File: config.mk
export PLATFORM = sky130hd
export DESIGN_NAME = vga_timing_engine
export DESIGN_NICKNAME = d
export VERILOG_FILES = /design/src/rtl/vga_timing_engine.sv
export SDC_FILE = /design/constraint.sdc
export NUM_CORES = 1
export LEC_CHECK = 0
export CAP_MARGIN = 10
export CORE_MARGIN = 1.5
export CORE_UTILIZATION = 52
export CTS_CLUSTER_DIAMETER = 40
export DETAILED_ROUTE_END_ITERATION = 8
export PLACE_DENSITY = 0.91
export SLEW_MARGIN = 20
export SYNTH_ARGS = -nofsm -noshare
export SYNTH_HDL_FRONTEND = slang
export SYNTH_SLANG_ARGS = --single-unit
File: constraint.sdc
create_clock -name clk -period 6.05 [get_ports clk]
set_input_delay 1.5125 -clock clk [delete_from_list [all_inputs] [get_ports clk]]
set_output_delay 1.5125 -clock clk [all_outputs]
set_load 0.005 [all_outputs]
File: src/rtl/vga_timing_engine.sv
// Parametrised VGA raster engine: h/v counters, sync and blanking, plus a client
// colour path whose latency is matched by a PIPE-stage delay line on sync/blank.
module vga_timing_engine #(
    parameter int unsigned H_ACTIVE = 640,
    parameter int unsigned H_FP     = 16,
    parameter int unsigned H_SYNC   = 96,
    parameter int unsigned H_BP     = 48,
    parameter int unsigned V_ACTIVE = 480,
    parameter int unsigned V_FP     = 10,
    parameter int unsigned V_SYNC   = 2,
    parameter int unsigned V_BP     = 33,
    parameter bit          HS_POL   = 1'b0,
    parameter bit          VS_POL   = 1'b0,
    parameter int unsigned COLOR_W  = 4,
    parameter int unsigned CLK_DIV  = 1,
    parameter int unsigned PIPE     = 1,
    localparam int unsigned H_TOTAL = H_ACTIVE + H_FP + H_SYNC + H_BP,
    localparam int unsigned V_TOTAL = V_ACTIVE + V_FP + V_SYNC + V_BP,
    localparam int unsigned XW      = $clog2(H_TOTAL),
    localparam int unsigned YW      = $clog2(V_TOTAL)
) (
    input  logic               clk,
    input  logic               reset,
    input  logic               en,
    output logic [XW-1:0]      pix_x,
    output logic [YW-1:0]      pix_y,
    output logic               pix_req,
    input  logic [COLOR_W-1:0] pix_r,
    input  logic [COLOR_W-1:0] pix_g,
    input  logic [COLOR_W-1:0] pix_b,
    output logic               line_start,
    output logic               frame_start,
    output logic [15:0]        frame_cnt,
    output logic               vga_h_sync,
    output logic               vga_v_sync,
    output logic [COLOR_W-1:0] vga_R,
    output logic [COLOR_W-1:0] vga_G,
    output logic [COLOR_W-1:0] vga_B
);

    localparam int unsigned DW       = (CLK_DIV > 1) ? $clog2(CLK_DIV) : 1;
    localparam int unsigned HS_START = H_ACTIVE + H_FP;
    localparam int unsigned HS_END   = HS_START + H_SYNC;
    localparam int unsigned VS_START = V_ACTIVE + V_FP;
    localparam int unsigned VS_END   = VS_START + V_SYNC;

    logic [DW-1:0]      div_q;
    logic [XW-1:0]      hCnt_q;
    logic [YW-1:0]      vCnt_q;
    logic [15:0]        frameCnt_q;
    logic               hSync_q;
    logic               vSync_q;
    logic [COLOR_W-1:0] red_q;
    logic [COLOR_W-1:0] green_q;
    logic [COLOR_W-1:0] blue_q;

    logic        tick;
    logic [31:0] hWide;
    logic [31:0] vWide;
    logic        hLast;
    logic        vLast;
    logic [2:0]  stage0;
    logic [2:0]  dlyOut;

    // Reset is folded into tick so the strobes drop the moment reset asserts.
    assign tick   = en && reset && (div_q == '0);
    assign hWide  = 32'(hCnt_q);
    assign vWide  = 32'(vCnt_q);
    assign hLast  = (hWide == H_TOTAL - 1);
    assign vLast  = (vWide == V_TOTAL - 1);
    assign stage0 = {(hWide < H_ACTIVE) && (vWide < V_ACTIVE),
                     (hWide >= HS_START) && (hWide < HS_END),
                     (vWide >= VS_START) && (vWide < VS_END)};

    assign pix_x       = hCnt_q;
    assign pix_y       = vCnt_q;
    assign pix_req     = tick && stage0[2];
    assign line_start  = tick && (hCnt_q == '0);
    assign frame_start = tick && (hCnt_q == '0) && (vCnt_q == '0);
    assign frame_cnt   = frameCnt_q;
    assign vga_h_sync  = hSync_q;
    assign vga_v_sync  = vSync_q;
    assign vga_R       = red_q;
    assign vga_G       = green_q;
    assign vga_B       = blue_q;

    always_ff @(posedge clk or negedge reset) begin
        if (!reset) begin
            div_q <= '0;
        end else if (!en) begin
            div_q <= '0;
        end else if (div_q == DW'(CLK_DIV - 1)) begin
            div_q <= '0;
        end else begin
            div_q <= div_q + DW'(1);
        end
    end

    // Soft stop clears the raster but keeps the completed-frame count.
    always_ff @(posedge clk or negedge reset) begin
        if (!reset) begin
            hCnt_q     <= '0;
            vCnt_q     <= '0;
            frameCnt_q <= '0;
        end else if (!en) begin
            hCnt_q <= '0;
            vCnt_q <= '0;
        end else if (tick) begin
            if (hLast) begin
                hCnt_q <= '0;
                if (vLast) begin
                    vCnt_q     <= '0;
                    frameCnt_q <= frameCnt_q + 16'd1;
                end else begin
                    vCnt_q <= vCnt_q + YW'(1);
                end
            end else begin
                hCnt_q <= hCnt_q + XW'(1);
            end
        end
    end

    generate
        if (PIPE == 0) begin : g_direct
            assign dlyOut = stage0;
        end else begin : g_delay
            logic [3*PIPE-1:0] dly_q;

            always_ff @(posedge clk or negedge reset) begin
                if (!reset) begin
                    dly_q <= '0;
                end else if (!en) begin
                    dly_q <= '0;
                end else if (tick) begin
                    for (int i = int'(PIPE) - 1; i > 0; i--) begin
                        dly_q[3*i +: 3] <= dly_q[3*(i-1) +: 3];
                    end
                    dly_q[2:0] <= stage0;
                end
            end

            assign dlyOut = dly_q[3*PIPE-1 -: 3];
        end
    endgenerate

    always_ff @(posedge clk or negedge reset) begin
        if (!reset) begin
            hSync_q <= ~HS_POL;
            vSync_q <= ~VS_POL;
            red_q   <= '0;
            green_q <= '0;
            blue_q  <= '0;
        end else if (!en) begin
            hSync_q <= ~HS_POL;
            vSync_q <= ~VS_POL;
            red_q   <= '0;
            green_q <= '0;
            blue_q  <= '0;
        end else if (tick) begin
            hSync_q <= dlyOut[1] ? HS_POL : ~HS_POL;
            vSync_q <= dlyOut[0] ? VS_POL : ~VS_POL;
            red_q   <= dlyOut[2] ? pix_r : '0;
            green_q <= dlyOut[2] ? pix_g : '0;
            blue_q  <= dlyOut[2] ? pix_b : '0;
        end
    end

endmodule
==> results.json <==
{
  "period_needed_ns": 5.097,
  "p_leak_nw": 1.490,
  "cp.depth": 6,
  "grt_max_degree": 82,
  "instances_no_fill": 423,
  "rsz0062_at_grt": "false",
  "yosysWarnings": 0,
  "clock_latency_ns": 0.32,
  "syn_avg_cell_area_um2": 9.458,
  "path_delay_family": "buffers and inverters",
  "ys_top_cells_by_count": "51 x dfrtp_1, 38 x nand2_1, 28 x nand3_1",
  "cts_buffers": 5,
  "routed_wirelength_um": 6815,
  "path_cells": "clkdlybuf4s50_1 -> nand2_1 -> or4_1 -> nor3_2 -> and4_1 -> clkdlybuf4s50_1",
  "crit_top_cell": "clkdlybuf4s50_1",
  "crit_path_start_kind": "primary input",
  "tightest_slew_ns": 0.8824,
  "cts_hold_buf": 0,
  "place_congestion": 0.8902,
  "synth-seq-cells": 53,
  "yosys-top-cells-area": "dfrtp_1 47%, nand2_1 5.2%, nand3_1 5.1%",
  "required_ns": 4.54,
  "path_max_fanout": 3,
  "tns_ns": 0,
  "synth_top_area_share_pct": 46.85,
  "area_growth_pct": 30.36,
  "dpl_cell_area_um2": 3435,
  "die_w_um": 75.38,
  "path_buf_inv": 2,
  "total_power_mw": 0.6651,
  "final_max_slew_viol_count": 0,
  "syn_nets": 308,
  "hp-class": "reg2reg",
  "drt-initial-drc-count": 234,
  "cpMaxStageDelayCell": "clkdlybuf4s50_1",
  "final_antenna_net_count": 0,
  "r2r_cells": 6,
  "hold_slack_ns": 0.4742,
  "finalCritPeriodShare_pct": 84.24,
  "clockRootBuffer": "clkbuf_8",
  "die-area_um2": 5681,
  "grt_pass1_wl_um": 10720,
  "detail_route.wl_per_cell_um": 16.11,
  "fin_area_um2": 3551,
  "overflow": 0,
  "final_nets": 372,
  "clk_pin_slew_ns": 0.09,
  "rr_endpoint": "pix_y[4]$_DFFE_PN0P_",
  "ys_types": 46,
  "path_class": "in2out",
  "io_pins": 68,
  "status": "complete, no violations",
  "cp-endpoint": "frame_start",
  "hold_start": "frame_cnt[15]$_DFFE_PN0P_",
  "cts_sinks": 53,
  "grt_pass1_vias": 2312,
  "cap_viol_max_count": 0,
  "fmax_mhz": 196.2,
  "port_buffers": 67,
  "fin_skew_ns": 0.005971,
  "postSynth.asyncResetShare_pct": 100.0,
  "first_pass_iters": 5,
  "die_y_um": 75.38,
  "grt_util_all_layers_pct": 25.03,
  "ys.flop_type": "dfrtp_1",
  "initial_core_util_pct": 53.67,
  "p_per_area_nw_per_um2": 187.3,
  "cts_tree": "yes",
  "placed_cells": 415,
  "post_cts_buffers": 0,
  "vias_per_cell": 5.948,
  "end_kind": "primary output",
  "clockBufferDepth": 2,
  "drive_above_1_share_pct": 5.382,
  "yosysTopAreaCell": "dfrtp_1",
  "ys_seq_area_share_pct": 48.78,
  "slew_headroom_pct": 41.17,
  "syn_inst": 288,
  "via_count": 2516,
  "cpPeakStageDelay_ns": 0.52,
  "cp-startpoint": "en",
  "antenna_found_initial": 0,
  "syn_area_um2": 2724,
  "synth_edf_count": 0,
  "yosysMostFrequentCell": "dfrtp_1",
  "setup_viol_count_final": 0,
  "n_antenna_cell": 0,
  "cts_resized": 0,
  "htreeDepth": 2,
  "hold_viol": 0,
  "reg2reg_from": "pix_y[0]$_DFFE_PN0P_",
  "fp-row-count": 26,
  "rrSetupSlack_ns": 3.27,
  "drcViolationCount": 0,
  "irDropWorstVdd_uv": 136.1,
  "coreArea_um2": 5075,
  "cp.arrival_ns": 3.58,
  "dp_hpwl_um": 4729
}
## registers in the layout, summed over array words and instances (netlist names), 3 cells and up
signal and flops:
dlyOut 3, frame_cnt 16, pix_x 10, pix_y 10, vga_B 4, vga_G 4, vga_R 4
## power by group
part           internal [mW]  switching (mW)
Clock                  0.135           0.118
Combinational         0.0225          0.0259
Sequential             0.358         0.00511
Total                  0.516           0.149
## cell type report
type	instances	area, um2
fill	416	1524
sequential	53	1329
multi-input combinational	213	1300
timing repair buffer	69	680.7
tap	70	87.58
clock buffer	7	86.33
inverter	10	37.54
clock inverter	1	30.03
## layer usage
metal,GRT usage [%],part of all wire (%)
met1,32.30,43
met2,41.23,50
met3,4.762,5.7
met4,11.11,1.9
met5,0,0
## stage by stage
step	utilization, %	setup slack, ns
2_1_floorplan	-	1.954
3_3_place_gp	67.68	1.068
3_5_place_dp	67.68	1.002
4_1_cts	69.97	0.9505
5_1_grt	69.97	0.8849
6_report	69.97	0.9533
## logic make-up after synthesis
logic type	Yosys count	synth area share, %
compound gates	43	9.003
buf+inv	22	3.491
flops	53	48.78
xor+xnor	22	7.074
mux	2	0.7809
fa+ha+maj	5	2.297
simple gates	141	28.57
## cells in the final DEF (no fill, tap or decap), types with 2 or more instances in the layout
cell type / n
clkdlybuf4s50_1: 66
xnor2_1: 7
nand2_1: 38
a21oi_1: 25
a21o_1: 2
or3_1: 4
and4_1: 6
inv_1: 10
nor3_1: 12
and2_1: 4
or4_1: 4
nand4b_1: 2
o31ai_1: 3
xor2_1: 15
clkbuf_8: 6
buf_4: 2
dfstp_2: 2
nand4_1: 9
o21ai_0: 7
and3_1: 2
dfrtp_1: 51
nor4_1: 8
nand3_1: 28
ha_1: 5
a31oi_1: 2
nor2_1: 12
## how the worst min path moves through the flow
| stage | to | slack, ns | cells past startpoint |
|---|---|---|---|
| after floorplan | frame_cnt[15]$_DFFE_PN0P_ | 0.46 | 1 |
| after global placement | frame_cnt[15]$_DFFE_PN0P_ | 0.46 | 1 |
| after detailed placement | frame_cnt[15]$_DFFE_PN0P_ | 0.46 | 1 |
| after CTS | frame_cnt[15]$_DFFE_PN0P_ | 0.48 | 1 |
| after global routing | frame_cnt[15]$_DFFE_PN0P_ | 0.52 | 1 |
| final | frame_cnt[15]$_DFFE_PN0P_ | 0.47 | 1 |
Power figures use the tool's default switching activity.
